--- src/rtl/cache_plru_unit.sv ---
// cache_plru_unit
//   Per-set 4-way tree pseudo-LRU store. A lookup in stage 1 returns, one
//   cycle later, the 3 PLRU bits of the held set and the way to evict.
//   Hits and fills from stage 2 update the array every cycle. An update to
//   the set being read is forwarded, so back-to-back accesses see fresh bits.
//
// Ports
//   clk          rising-edge clock
//   rst          asynchronous active-high reset
//   rd_en_i      lookup request (sampled when stall_i=0)
//   rd_set_i     set index of the lookup
//   stall_i      pipeline stall, holds the output stage
//   upd_en_i     access update (hit or fill completion)
//   upd_set_i    set being updated
//   upd_way_i    accessed way: 0=A 1=B 2=C 3=D
//   way_valid_i  valid bits of the looked-up set (output cycle)
//   lru_valid_o  lru_out_o / victim_way_o are meaningful
//   lru_out_o    PLRU bits of the held set
//   victim_way_o way to evict for the held set
//
// PLRU encoding: bit2 = root (0 -> A/B pair is LRU, 1 -> C/D pair is LRU),
// bit1 = LRU within A/B (0=A), bit0 = LRU within C/D (0=C).

module cache_plru_unit #(
  parameter int NUM_SETS = 16,
  parameter int SET_W    = 4,
  parameter int LRU_W    = 3
) (
  input  logic             clk,
  input  logic             rst,
  input  logic             rd_en_i,
  input  logic [SET_W-1:0] rd_set_i,
  input  logic             stall_i,
  input  logic             upd_en_i,
  input  logic [SET_W-1:0] upd_set_i,
  input  logic [1:0]       upd_way_i,
  input  logic [3:0]       way_valid_i,
  output logic             lru_valid_o,
  output logic [LRU_W-1:0] lru_out_o,
  output logic [1:0]       victim_way_o
);

  logic [LRU_W-1:0] lru_q [NUM_SETS];

  logic [SET_W-1:0] held_set_q, held_set_d;
  logic             lru_valid_q, lru_valid_d;
  logic [LRU_W-1:0] lru_out_q, lru_out_d;

  logic [LRU_W-1:0] upd_bits;
  logic [LRU_W-1:0] rd_bits;

  // Point the touched path away from the accessed way; the bit of the
  // opposite pair is left as it was.
  function automatic logic [LRU_W-1:0] touch(input logic [LRU_W-1:0] cur,
                                             input logic [1:0]       way);
    logic [LRU_W-1:0] nxt;
    nxt = cur;
    case (way)
      2'd0:    begin nxt[2] = 1'b1; nxt[1] = 1'b1; end
      2'd1:    begin nxt[2] = 1'b1; nxt[1] = 1'b0; end
      2'd2:    begin nxt[2] = 1'b0; nxt[0] = 1'b1; end
      default: begin nxt[2] = 1'b0; nxt[0] = 1'b0; end
    endcase
    return nxt;
  endfunction

  assign upd_bits = touch(lru_q[upd_set_i], upd_way_i);

  // Read port sees the value the array will hold after this edge.
  assign rd_bits = (upd_en_i && (upd_set_i == rd_set_i)) ? upd_bits
                                                         : lru_q[rd_set_i];

  // PLRU array: updates commit regardless of stall or lookup activity.
  always_ff @(posedge clk or posedge rst) begin
    if (rst) begin
      for (int i = 0; i < NUM_SETS; i++) begin
        lru_q[i] <= '0;
      end
    end else if (upd_en_i) begin
      lru_q[upd_set_i] <= upd_bits;
    end
  end

  // Output stage next state. While stalled only a refresh of the held set
  // is allowed so the stage-2 consumer never sees stale bits.
  always_comb begin
    held_set_d  = held_set_q;
    lru_valid_d = lru_valid_q;
    lru_out_d   = lru_out_q;
    if (!stall_i) begin
      held_set_d  = rd_set_i;
      lru_valid_d = rd_en_i;
      lru_out_d   = rd_bits;
    end else if (upd_en_i && (upd_set_i == held_set_q)) begin
      lru_out_d = upd_bits;
    end
  end

  always_ff @(posedge clk or posedge rst) begin
    if (rst) begin
      held_set_q  <= '0;
      lru_valid_q <= 1'b0;
      lru_out_q   <= '0;
    end else begin
      held_set_q  <= held_set_d;
      lru_valid_q <= lru_valid_d;
      lru_out_q   <= lru_out_d;
    end
  end

  // Invalid ways are filled first (lowest index wins); otherwise follow
  // the tree to the LRU leaf.
  always_comb begin
    victim_way_o = 2'd0;
    if (!way_valid_i[0]) begin
      victim_way_o = 2'd0;
    end else if (!way_valid_i[1]) begin
      victim_way_o = 2'd1;
    end else if (!way_valid_i[2]) begin
      victim_way_o = 2'd2;
    end else if (!way_valid_i[3]) begin
      victim_way_o = 2'd3;
    end else if (!lru_out_q[2]) begin
      victim_way_o = {1'b0, lru_out_q[1]};
    end else begin
      victim_way_o = {1'b1, lru_out_q[0]};
    end
  end

  assign lru_valid_o = lru_valid_q;
  assign lru_out_o   = lru_out_q;

endmodule

--- config.mk ---
export PLATFORM = sky130hd
export DESIGN_NAME = cache_plru_unit
export DESIGN_NICKNAME = d
export VERILOG_FILES = /design/src/rtl/cache_plru_unit.sv
export SDC_FILE = /design/constraint.sdc
export NUM_CORES = 1
export LEC_CHECK = 0
export BUFFER_PORTS_ARGS = -buffer_cell sky130_fd_sc_hd__buf_4
export CAP_MARGIN = 20
export CELL_PAD_IN_SITES_DETAIL_PLACEMENT = 1
export CELL_PAD_IN_SITES_GLOBAL_PLACEMENT = 1
export CORE_MARGIN = 1.5
export CORE_UTILIZATION = 40
export DETAILED_ROUTE_END_ITERATION = 8
export PLACE_DENSITY = 0.72
export SYNTH_ARGS = -nofsm -noshare
export SYNTH_HDL_FRONTEND = slang
export SYNTH_SLANG_ARGS = --single-unit
--- constraint.sdc ---
create_clock -name clk -period 1.85 [get_ports clk]
set_input_delay 0.4625 -clock clk [delete_from_list [all_inputs] [get_ports clk]]
set_output_delay 0.4625 -clock clk [all_outputs]
set_load 0.02 [all_outputs]
---- Yosys cells after proc, flatten, opt, wreduce, memory -nomap -nowiden ----
Cells that the tools add are included.
storage, ports and cells
  output and inout bits ................... 6
  register bits after elaboration ......... 56
  input bits .............................. 19
  word-level logic and storage cells ...... 54
cells by class
  mux-type cells .......................... 20
  equal/unequal tests ..................... 5
  $lt $le $gt $ge ......................... 3
  bitwise operators ....................... 2
  reductions and logical operators ........ 5
operators by type and width
  cell                                                                          count
  48-bit bitwise mux                                                            1
  3-bit binary-select mux with 4-bit select                                     2
  3-bit 2-to-1 mux                                                              6
  2-bit 2-to-1 mux                                                              7
  3-bit demux with 4-bit select                                                 1
  5-bit >= comparator, second input constant                                    2
  4-bit NOT with 5-bit output                                                   2
  4-bit == test                                                                 2
  5-bit by 1-bit less-than comparator with 1-bit output, second input constant  1
  1-bit case mux with 2 select lines                                            2
  1-bit logical AND                                                             3
  2-bit by 1-bit == test with 1-bit output, second input constant               1
  2-bit == test, second input constant                                          1
  2-bit zero test                                                               1
  2-bit by 1-bit inequality test with 1-bit output, second input constant       1
  2-bit OR reduction                                                            1
  1-bit 2-to-1 mux                                                              1

---- Longest topological paths before layout ----
  depth after elaboration ................. 7
  mapped depth ............................ 8
  mapped depth without buffers ............ 5

---- Worst setup path before layout ----
Ideal clock, no wire load.
  path type ............................... input-to-reg
  from .................................... input rd_set_i[0]
  to ...................................... register lru_out_q[0], in the netlist lru_out_o[0]
  data required time ...................... 1.724 ns
  library setup time ...................... 0.126 ns
  arrival time ............................ 1.762 ns
  slack ................................... -0.038 ns
  buffers on the path ..................... 2
  stages .................................. 6
  path through ............................ buf_6 -> buf_12 -> mux4_1 -> a211oi_1 -> a211oi_1 -> a221o_1
between the ends
  cells in the longest elaborated chain, start to end .. 6
  elaborated cells between the ends (all ways) .. 8
  classes of those cells .................. 1 x eq/ne; 5 x mux; 1 x bitwise; 1 x reduce/logical
ends and longest elaborated chain
  element                                               RTL line  text
  from (decl)                                           32        input logic [SET_W-1:0] rd_set_i,
  4-bit NOT with 5-bit output (implied by the code)     71        : lru_q[rd_set_i];
  3-bit binary-select mux with 4-bit select             71
  3-bit 2-to-1 mux (implied by the code) (2 in series)  71
  3-bit 2-to-1 mux (*)                                  70        assign rd_bits = (upd_en_i && (upd_set_i == rd_set_i)) ? upd_bits
  3-bit 2-to-1 mux (*)                                  90        if (!stall_i) begin
  to (signal assigned)                                  107       lru_out_q <= lru_out_d;
  to (decl)                                             47        logic [LRU_W-1:0] lru_out_q, lru_out_d;
Mark *: on every way between the ends. The rest lies on a longest branch, timed or not. The select of a mux whose other input is x is not followed.
A chain may end at the register's enable or synchronous reset.

---- Worst setup path after layout ----
  from .................................... register lru_q[44] in the netlist's numbering
  to ...................................... register lru_out_q[2], in the netlist lru_out_o[2]
between the ends
  cells in the longest elaborated chain, start to end .. 5
ends and longest elaborated chain
  element                                               RTL line  text
  from (decl)                                           43        logic [LRU_W-1:0] lru_q [NUM_SETS];
  from (signal, indexed assignment)                     80        lru_q[upd_set_i] <= upd_bits;
  3-bit binary-select mux with 4-bit select             71
  3-bit 2-to-1 mux (implied by the code) (2 in series)  71
  3-bit 2-to-1 mux                                      70
  3-bit 2-to-1 mux                                      90
No other way between the ends. The select of a mux whose other input is x is not followed.

==> flow_summary.json <==
{
  "async_flop_share_pct": 100,
  "grt_first_pass_wirelength_um": 13100,
  "ctsLongestPathBuffers": 2,
  "slew_headroom_pct": 75.3,
  "place.detailed.instances": 384,
  "synth.most_common_cell": "dfrtp_1",
  "ant_nets": 0,
  "wl_per_cell_um": 20.2,
  "yosys_warnings": 0,
  "start_util_pct": 41.1,
  "fin_crit_ns": 1.78,
  "drt_iter0_markers": 115,
  "design_area_um2": 3720,
  "placed_cell_area_um2": 3590,
  "die_h_um": 91.8,
  "setup_slack_ns": 0.0697,
  "synthFlopType": "dfrtp_1",
  "clock-root-buffer": "clkbuf_8",
  "gp_congestion": 0.842,
  "utilization_pct": 48.4,
  "grt_max_degree": 57,
  "crit_fanout": 2,
  "syn_nets": 265,
  "synth_area_um2": 3160,
  "cp-start-kind": "register",
  "clkTransAtPathRegs_ns": 0.09,
  "track_usage_pct": 20.3,
  "coreArea_um2": 7690,
  "nNetsFinal": 311,
  "drt-total-wl_um": 7970,
  "grt_pass1_vias": 2417,
  "crit_type": "register to register",
  "synth_edf_count": 0,
  "synth_cell_type_count": 39,
  "crit_required_ns": 2.04,
  "cts.sinks": 56,
  "via_per_inst": 5.60,
  "synthTopCellsByArea": "dfrtp_1 (44%), mux2_2 (14%), mux4_1 (10%), nand2_1 (4.6%), mux2i_1 (3.8%)",
  "synth_seq_cells": 56,
  "die-area_um2": 8430,
  "status": "complete, no violations",
  "firstDrtPassIters": 4,
  "hp-class": "input port to asynchronous set/reset pin",
  "fmax_mhz": 562,
  "yosysSeqAreaShare_pct": 44.4,
  "areaGrowthSynthToFinish_pct": 18.0,
  "rsz0062_at_grt": "false",
  "drive_above_1_share_pct": 41.8,
  "drc": 0,
  "cts_buffers": 5,
  "worst_pin_slew_ns": 0.369,
  "synth_top_area_share_pct": 44.4,
  "yosys-top-cells-count": "dfrtp_1 (56), mux2_2 (39), nand2_1 (39)",
  "period_share_pct": 96.2,
  "maxCapViolCount": 0,
  "hold_viol_final": 0,
  "die_w_um": 91.8,
  "place_ws_ns": -0.395,
  "yosys.area.top_type": "dfrtp_1",
  "clock_skew_ns": 0.00706,
  "ir_worst_vdd_v": 0.000422,
  "pin_count": 25,
  "power_leakage_nw": 1.66,
  "setup_viol": 0,
  "syn_area_per_cell_um2": 12.8,
  "slew_viol_final": 0,
  "cts_tree": "done",
  "vias": 2206,
  "final_cells": 394,
  "port_buffers": 24,
  "cts-hold-fix-buffers": 0,
  "cp-end-kind": "register",
  "antenna_cells": 0,
  "power.density_nw_per_um2": 952,
  "antenna_found_initial": 0,
  "cp.arrival_ns": 1.97,
  "syn_inst": 246,
  "htreeDepth": 2,
  "hpwl_um": 5910,
  "clk_latency_ns": 0.31,
  "num_rows": 32,
  "whs_ns": 0.188,
  "globalRouteOverflowTotal": 0
}
-- worst max-delay path, cell delays in order (launching register included) --
cell and delay, ns:
dfrtp_1 0.40, mux4_1 0.51, nor2b_1 0.16, a211oi_2 0.24
a211oi_1 0.10, a221o_1 0.27
-- per-stage QoR --
| step | setup TNS (ns) | total power, W |
|---|---|---|
| 2_1_floorplan | -0.00821 | 0.00247 |
| 3_3_place_gp | -9.01 | 0.00276 |
| 3_5_place_dp | -10.43 | 0.00283 |
| 4_1_cts | 0 | 0.00355 |
| 5_1_grt | 0 | 0.00373 |
| 6_report | 0 | 0.00354 |
-- area by class of cell --
| type | instances | area, um2 |
|---|---|---|
| clock buffer | 7 | 96.3 |
| fill | 832 | 3960 |
| inverter | 4 | 15.0 |
| multi-input combinational | 169 | 1620 |
| sequential | 56 | 1400 |
| tap | 102 | 128 |
| timing repair buffer | 56 | 465 |
-- worst paths after layout --
kind	from	to	slack [ns]	cells after the start
setup / recovery	lru_q[44]	lru_out_o[2]	0.07	5
hold / removal	rst	lru_q[27]	0.19	3
hold reg to reg	lru_q[41]	lru_q[41]	0.48	2
max in group asynchronous	rst	lru_out_o[2]	1.39	3
min in group clk	rd_en_i	lru_valid_o	0.39	2
setup reg to reg	lru_q[44]	lru_out_o[2]	0.07	5
-- cells in the final DEF, fill, tap and decap left out, drive strengths merged --
cell type | synthesis | final
nor3b | 1 | 1
xnor2 | 2 | 2
xor2 | 6 | 6
a211oi | 8 | 8
nor3 | 2 | 2
a31oi | 2 | 2
nand3 | 1 | 1
nor2b | 4 | 4
a21boi | 1 | 1
and2 | 1 | 1
a221o | 3 | 3
nand2 | 39 | 39
nor2 | 2 | 2
a22oi | 5 | 5
mux2i | 12 | 12
mux2 | 41 | 41
and2b | 1 | 1
clkbuf | 4 | 7
and3 | 2 | 2
mux4 | 14 | 14
o21ai | 16 | 16
dfrtp | 56 | 56
and3b | 1 | 1
a21oi | 1 | 1
inv | 4 | 4
a31o | 1 | 1
a221oi | 3 | 3
buf | 13 | 56
-- power breakdown --
part	switching [W]	leakage [nW]	total, W	internal (W)
Clock	0.000375	0.0503	0.000710	0.000334
Sequential	0.000248	0.687	0.00178	0.00153
Combinational	0.000451	0.927	0.00105	0.000601
-- sequential cells by signal, indices dropped and copies added (netlist names) --
register / flops
lru_out_o: 3
held_set_q: 4
lru_valid_o: 1
lru_q: 48
-- kinds of logic after synthesis --
kind of cell           synth area share (%)
AND/OR/NAND/NOR                        7.89
multiplexers                           30.0
XOR/XNOR                               2.22
flip-flops                             44.4
AO/OA/AOI/OAI                          10.4
buffers and inverters                  5.11
-- what timing repair did --
item                       CTS  global route
resized for setup            2             3
buffers inserted             2             1
setup endpoints to repair   18             2
pin swaps                    1             0
-- per-layer routing --
metal  global-route usage [%]  vias to the layer above  wire length [um]
li1                         -                      998                 -
met1                     27.5                     1153              3710
met2                     34.1                       45              3900
met3                     3.57                       10               230
met4                     4.87                        0               132
met5                        0                        -                 0
Note: power is estimated with default switching activity, not from simulation.
